## src/rtl/cpu_pkg.sv

```systemverilog
// Shared definitions for the 8-bit microprocessor datapath.
// Holds the ALU operation encoding and the default datapath width.
package cpu_pkg;

    localparam int DATA_WIDTH = 8;

    typedef enum logic [1:0] {
        ALU_AND = 2'd0,
        ALU_ADD = 2'd1,
        ALU_XOR = 2'd2,
        ALU_SUB = 2'd3
    } alu_op_t;

    // Packs the status word in the order the branch logic expects: {N,V,C,Z}.
    function automatic logic [3:0] pack_status(input logic n, input logic v,
                                               input logic c, input logic z);
        return {n, v, c, z};
    endfunction

endpackage

```

## src/rtl/alu_addsub.sv

```systemverilog
// Shared adder/subtractor: computes a + b, or a + ~b + 1 when sub is set.
// Carry-out doubles as the no-borrow flag for subtraction.
module alu_addsub #(
    parameter int WIDTH = 8
) (
    input  logic [WIDTH-1:0] a,
    input  logic [WIDTH-1:0] b,
    input  logic             sub,
    output logic [WIDTH-1:0] sum,
    output logic             carry,
    output logic             overflow
);

    logic [WIDTH-1:0] b_eff;
    logic [WIDTH:0]   wide_sum;

    assign b_eff    = sub ? ~b : b;
    assign wide_sum = {1'b0, a} + {1'b0, b_eff} + {{WIDTH{1'b0}}, sub};
    assign sum      = wide_sum[WIDTH-1:0];
    assign carry    = wide_sum[WIDTH];

    // Operands of equal sign (after inversion) producing a result of the other sign.
    assign overflow = (a[WIDTH-1] == b_eff[WIDTH-1]) && (sum[WIDTH-1] != a[WIDTH-1]);

endmodule

```

## src/rtl/alu.sv

```systemverilog
// Datapath ALU: combinational AND/ADD/XOR/SUB with flags, plus a registered
// {N,V,C,Z} status word for the branch/control logic.
module alu
    import cpu_pkg::*;
#(
    parameter int WIDTH = DATA_WIDTH
) (
    input  logic             CLK,
    input  logic             Reset,
    input  logic [1:0]       ALUOp,
    input  logic [WIDTH-1:0] ALUSrcA,
    input  logic [WIDTH-1:0] ALUSrcB,
    output logic [WIDTH-1:0] Result,
    output logic             Zero,
    output logic             Carry,
    output logic             Negative,
    output logic             Overflow,
    output logic [3:0]       StatusQ
);

    alu_op_t          op;
    logic             is_sub;
    logic [WIDTH-1:0] as_sum;
    logic             as_carry;
    logic             as_overflow;

    assign op     = alu_op_t'(ALUOp);
    assign is_sub = (op == ALU_SUB);

    alu_addsub #(.WIDTH(WIDTH)) u_addsub (
        .a        (ALUSrcA),
        .b        (ALUSrcB),
        .sub      (is_sub),
        .sum      (as_sum),
        .carry    (as_carry),
        .overflow (as_overflow)
    );

    // An unknown op falls to the default: result 0, arithmetic flags clear.
    always_comb begin
        Result   = '0;
        Carry    = 1'b0;
        Overflow = 1'b0;
        unique case (op)
            ALU_AND: Result = ALUSrcA & ALUSrcB;
            ALU_XOR: Result = ALUSrcA ^ ALUSrcB;
            ALU_ADD, ALU_SUB: begin
                Result   = as_sum;
                Carry    = as_carry;
                Overflow = as_overflow;
            end
            default: begin
                Result   = '0;
                Carry    = 1'b0;
                Overflow = 1'b0;
            end
        endcase
    end

    assign Zero     = (Result == '0);
    assign Negative = Result[WIDTH-1];

    always_ff @(posedge CLK) begin
        if (Reset) begin
            StatusQ <= 4'b0000;
        end else begin
            StatusQ <= pack_status(Negative, Overflow, Carry, Zero);
        end
    end

endmodule

```

## config.mk

```make
export PLATFORM = sky130hd
export DESIGN_NAME = alu
export DESIGN_NICKNAME = d
export VERILOG_FILES = /design/src/rtl/cpu_pkg.sv /design/src/rtl/alu_addsub.sv /design/src/rtl/alu.sv
export SDC_FILE = /design/constraint.sdc
export NUM_CORES = 1
export LEC_CHECK = 0
export CORE_MARGIN = 1.5
export CORE_UTILIZATION = 44
export DETAILED_ROUTE_END_ITERATION = 8
export PLACE_DENSITY = 0.86
export RECOVER_POWER = 50
export SLEW_MARGIN = 30
export SYNTH_ARGS = -nofsm -noshare
export SYNTH_HDL_FRONTEND = slang
export SYNTH_SLANG_ARGS = --single-unit
```

## constraint.sdc

```tcl
create_clock -name CLK -period 4.5 [get_ports CLK]
set_clock_uncertainty 0.1 [all_clocks]
set_input_delay 0.9 -clock CLK [delete_from_list [all_inputs] [get_ports CLK]]
set_output_delay 0.9 -clock CLK [all_outputs]
set_load 0.02 [all_outputs]
```

==> impl_metrics.ini, run 1 <==
[place]
gp_congestion = 0.872
io_buffers = 35
dp_slack_ps = -631
dp_hpwl_mm = 2.46
placed_area_um2 = 1540

[min_path]
worstHoldStart = Reset
hold_path_depth = 2
min_to = StatusQ[1]$_SDFF_PP0_
hp-class = in2reg

[power]
p_leak_nw = 0.772
power_frac_clock = 0.131
netSwitchingPower_w = 0.000148
combinationalPowerShare = 0.759
power_w = 0.000353
sequentialPowerShare = 0.109
vdd_drop_max_mv = 0.206
power_density_nw_per_um2 = 217
swShare = 0.419
intPower_w = 0.000205

[cells_and_area]
design_area_um2 = 1630
fillers = 127
largest_reg_flops = 4
final_util = 0.820
syn2layout_area_growth_pct = 74.1
top_register = StatusQ
diodes = 0
finalNetCount = 217
drive_gt1_frac = 0.328
top_regs = StatusQ: 4 flops

[run_status]
status = completed

[clocking]
cts_made_buffers = 3
cts.sinks = 4
clockBufferDepth = 2
htreeDepth = 1
clkSlewWorstSetupHoldPaths_ps = 40
cts_tree = built
cts_root_buf = clkbuf_4

[synth]
yosys-top-cells-count = 17 x ha_1, 8 x xnor2_1, 7 x nor2_1
async_flop_share = 0
synth_flop_cell = dfxtp_1
synth_edf_count = 0
yosysTopAreaCellShare = 0.228
synth_top_cell_by_area = ha_1
yosys_warnings = 0
synth_area_leaders = ha_1 23%, dfxtp_1 8.6%, xnor2_1 7.5%, mux2i_1 5.4%, a21o_1 3.2%
synth.distinct_cells = 39
synthCells = 111
yosys.cell_count.top_type = ha_1
synth_nets = 149
syn_area_um2 = 933
avgSynthCellArea_um2 = 8.41
yosysSeqAreaShare = 0.0858
ys_ff_latch = 4

[setup_path]
crit_path_end_kind = primary output
arrival_ps = 3390
crit_type = in2out
crit_buf_inv = 2
cp-start-kind = input pin
worstPathRequired_ps = 3500
crit_path_max_incr_delay_ps = 400
crit_slowest_cell = fa_2
critPathLaunch = ALUOp[1]
cp_max_fo = 4
crit_chain = dlygate4sd2_1, and3b_1, or2_4, fa_2, a21o_1, o311ai_2, nor3_2, nor4_1, nand3_1, nor2_2, buf_6
critPathTopFamily = simple AND/OR/NAND/NOR gates

[timing]
final_hold_viol_count = 0
finalMaxSlewViolations = 0
fmaxAchievable_mhz = 228
setup_violations = 0
slew_headroom = 0.776
worst_slew_pin_slew_ps = 332
timing.final.crit_share = 0.976
fin_crit_ps = 4390
hold_ws_ps = 1210
fin_ws_ps = 107

[drt]
viasPerCell = 5.57
drc = 0
drt-pass1-iter-count = 5
drtIter0Drc = 33
postRouteAntennaNets = 0
num_vias = 1136
wirelength_mm = 3.07
wl_per_cell_um = 15.0

[grt]
top_usage_layer = met2
grtUsageMet2 = 0.520
grt_pass1_wl_mm = 5.33
globalRouteMet1Util = 0.341
grt_max_degree = 18
groute.usage.overall = 0.276
grt_pass1_vias = 1207
antenna_found_initial = 0
overflow = 0
use_met3 = 0.0399

[floorplanning]
die_h_um = 49.1
start_util = 0.471
core_um2 = 1980
io_pins = 36
die_width_um = 49.1
die-area_um2 = 2410
rows = 16

[job]
cap_viol_max_count = 0
-- cell type report --
cell class              instances  area (um^2)  share of cell area
multi-input cells             102          890               0.547
flip-flops and latches          4         80.1              0.0493
well taps                      27         33.8              0.0208
repair buffers                 68          599               0.369
clock buffers                   3         22.5              0.0139
-- power by group through the flow --
stage / logic [W] / clock network, W / registers [W]
2_1_floorplan: 0.000133 / 0 / 0.0000425
3_3_place_gp: 0.000253 / 0 / 0.0000392
3_5_place_dp: 0.000263 / 0 / 0.0000393
4_1_cts: 0.000265 / 0.0000477 / 0.0000387
5_1_grt: 0.000287 / 0.0000498 / 0.0000388
6_report: 0.000268 / 0.0000463 / 0.0000385
-- routing by layer --
layer | vias to the layer above | routed length, um
met3 | 4 | 132
met1 | 535 | 1300
met5 | - | 0
met4 | 0 | 29
li1 | 556 | -
met2 | 41 | 1610
-- cells by family after synthesis --
kind of cell	count (synthesis)	share of synthesized area
adders and majority gates	18	0.249
xor gates and xnor gates	11	0.103
buffers and inverters	5	0.0349
AOI/OAI and AO/OA	24	0.182
and+or+nand+nor	42	0.267
muxes	7	0.0777
DFF	4	0.0858
-- through the flow --
step	TNS, ps	cells
after floorplan	0	111
after global placement	-2790	200
after detailed placement	-3530	200
after CTS	-18.7	203
after global routing	-22.7	204
final	0	204
-- worst max-delay path by stage --
stage | to | cells past startpoint
2_1_floorplan | Zero | 12
3_3_place_gp | Zero | 11
3_5_place_dp | Zero | 11
4_1_cts | Zero | 11
5_1_grt | Zero | 11
6_report | Zero | 11
-- cells in the final DEF (no fill, tap or decap), types with 2 or more instances in the layout --
cell,instances
xnor2_1,6
nand2b_1,4
mux2_2,2
xnor2_2,2
nand2_1,5
dlygate4sd3_1,5
nor2b_1,4
a221oi_2,2
nor3_2,2
o21a_1,2
dlygate4sd2_1,5
dfxtp_1,4
nand3_1,3
clkdlybuf4s50_1,17
nor3_1,3
a21o_1,4
nor2_1,6
buf_4,32
o21ai_0,5
nor4_1,2
clkbuf_4,3
a211oi_1,2
ha_1,17
mux2i_1,5
dlymetal6s2s_1,2
clkdlybuf4s15_2,4
nand4_1,2
xor2_1,3
-- timing repair --
action                     CTS  global route
hold buffers                 0             0
gates resized for setup     33             8
buffers inserted             0             1
pin swaps                    2             7
cloned                       0             0
setup endpoints to repair    9             3
Note: power is estimated with default switching activity, not from simulation.
==> inputs of run 2 (changes only) <==
--- a/config.mk
+++ b/config.mk
@@ -8,9 +8,11 @@
 export CORE_MARGIN = 1.5
 export CORE_UTILIZATION = 44
 export DETAILED_ROUTE_END_ITERATION = 8
-export PLACE_DENSITY = 0.86
+export PLACE_DENSITY = 0.8
 export RECOVER_POWER = 50
+export SETUP_SLACK_MARGIN = 0.05
 export SLEW_MARGIN = 30
 export SYNTH_ARGS = -nofsm -noshare
 export SYNTH_HDL_FRONTEND = slang
 export SYNTH_SLANG_ARGS = --single-unit
+export TNS_END_PERCENT = 50
==> impl_metrics.ini, run 2 (same netlist as run 1, synthesis figures left out) <==
[floorplanning]
die_h_um = 49.1
core_um2 = 1980
rows = 16
die_width_um = 49.1
die-area_um2 = 2410
io_pins = 36
start_util = 0.471

[drt]
wirelength_mm = 2.89
postRouteAntennaNets = 0
num_vias = 1113
drtIter0Drc = 17
wl_per_cell_um = 14.2
viasPerCell = 5.48
drt-pass1-iter-count = 4
drc = 0

[cells_and_area]
largest_reg_flops = 4
syn2layout_area_growth_pct = 70.2
top_register = StatusQ
diodes = 0
final_util = 0.802
top_regs = StatusQ: 4 flops
finalNetCount = 216
design_area_um2 = 1590
drive_gt1_frac = 0.318
final_cell_mix = 34 x buf_4, 17 x ha_1, 16 x clkdlybuf4s50_1
multi_input_area_um2 = 880
fillers = 132
final_common_cell = buf_4
register_area_um2 = 80.1

[place]
gp_congestion = 0.884
io_buffers = 35
dp_hpwl_mm = 2.23
placed_area_um2 = 1530

[timing]
final_hold_viol_count = 0
fmaxAchievable_mhz = 231
slew_headroom = 0.735
worst_slew_pin_slew_ps = 394
rsz0062_at_grt = no
tns_ps = 0
timing.final.crit_share = 0.964
finalMaxSlewViolations = 0
fin_crit_ps = 4340
setup_violations = 0

[clocking]
clkSlewWorstSetupHoldPaths_ps = 40
cts.sinks = 4
cts_tree = built
htreeDepth = 1
cts_root_buf = clkbuf_4
clockBufferDepth = 2
cts_made_buffers = 3
cts-hold-fix-buffers = 0

[power]
p_leak_nw = 0.789
power_w = 0.000345
power_density_nw_per_um2 = 217
vdd_drop_max_mv = 0.188

[setup_path]
cp-start-kind = input pin
crit_buf_inv = 4
crit_path_end_kind = primary output
arrival_ps = 3340
critPathTopFamily = buffers and inverters
worstPathRequired_ps = 3500
crit_slowest_cell = clkdlybuf4s50_1
cp_max_fo = 2
crit_path_max_incr_delay_ps = 510
crit_chain = clkdlybuf4s50_1, xnor2_1, fa_1, a21o_1, buf_4, a221oi_2, buf_4, nor2b_1, o21a_1, o21a_1, buf_2
crit_type = in2out

[grt]
overflow = 0
grt_max_degree = 14
groute.usage.overall = 0.239
grt_pass1_wl_mm = 4.60
antenna_found_initial = 0
grt_pass1_vias = 1072

[job]
cap_viol_max_count = 0

[run_status]
status = completed

[min_path]
hp-class = in2reg
[run 2: changes by cell type in the layout (fill, tap and decap cells not counted), sizes merged]
cell,previous run,this run
clkdlybuf4s50,17,16
dlymetal6s2s,2,3
buf,33,36
clkbuf,4,5
clkdlybuf4s15,5,0
[run 2: cell type report]
cell class	instances	share of cell area
multi-input cells	102	0.554
repair buffers	67	0.361
well taps	27	0.0213
flip-flops and latches	4	0.0504
clock buffers	3	0.0142
[run 2: per-stage QoR]
step / instances / setup WS (ps) / hold WS (ps)
finish: 203 / 163 / 1090
global route: 203 / 18.9 / 1090
CTS: 201 / 31.7 / 1210
detailed placement: 198 / -593 / 1450
global placement: 198 / -513 / 1450
floorplan: 111 / 62.8 / 870
[run 2: timing repair]
action                                  4_1_cts  5_1_grt
endpoints found under the setup margin       10        6
pin swaps                                     4        9
gates resized for setup                      24       16
buffers inserted                              0        2
[run 2: path summary, 6_finish.rpt]
check                       from               endpoint  slack [ps]  cells after the start
worst max-delay path  ALUSrcB[1]                  Carry         160                     11
worst min-delay path    ALUOp[0]  StatusQ[2]$_SDFF_PP0_        1090                      4
[run 2: layer usage]
metal / up-vias / wire length (um) / global-route usage / share of wire
met2: 28 / 1500 / 0.439 / 0.52
met5: - / 0 / 0 / 0
met1: 537 / 1290 / 0.303 / 0.45
met3: 0 / 98 / 0.0399 / 0.034
met4: 0 / 0 / 0.0143 / 0
li1: 548 / - / - / -
[run 2: power breakdown]
group | switching [W] | internal (W)
logic | 0.000128 | 0.000135
registers | 0.000000504 | 0.0000382
clock network | 0.0000139 | 0.0000298
total | 0.000142 | 0.000203
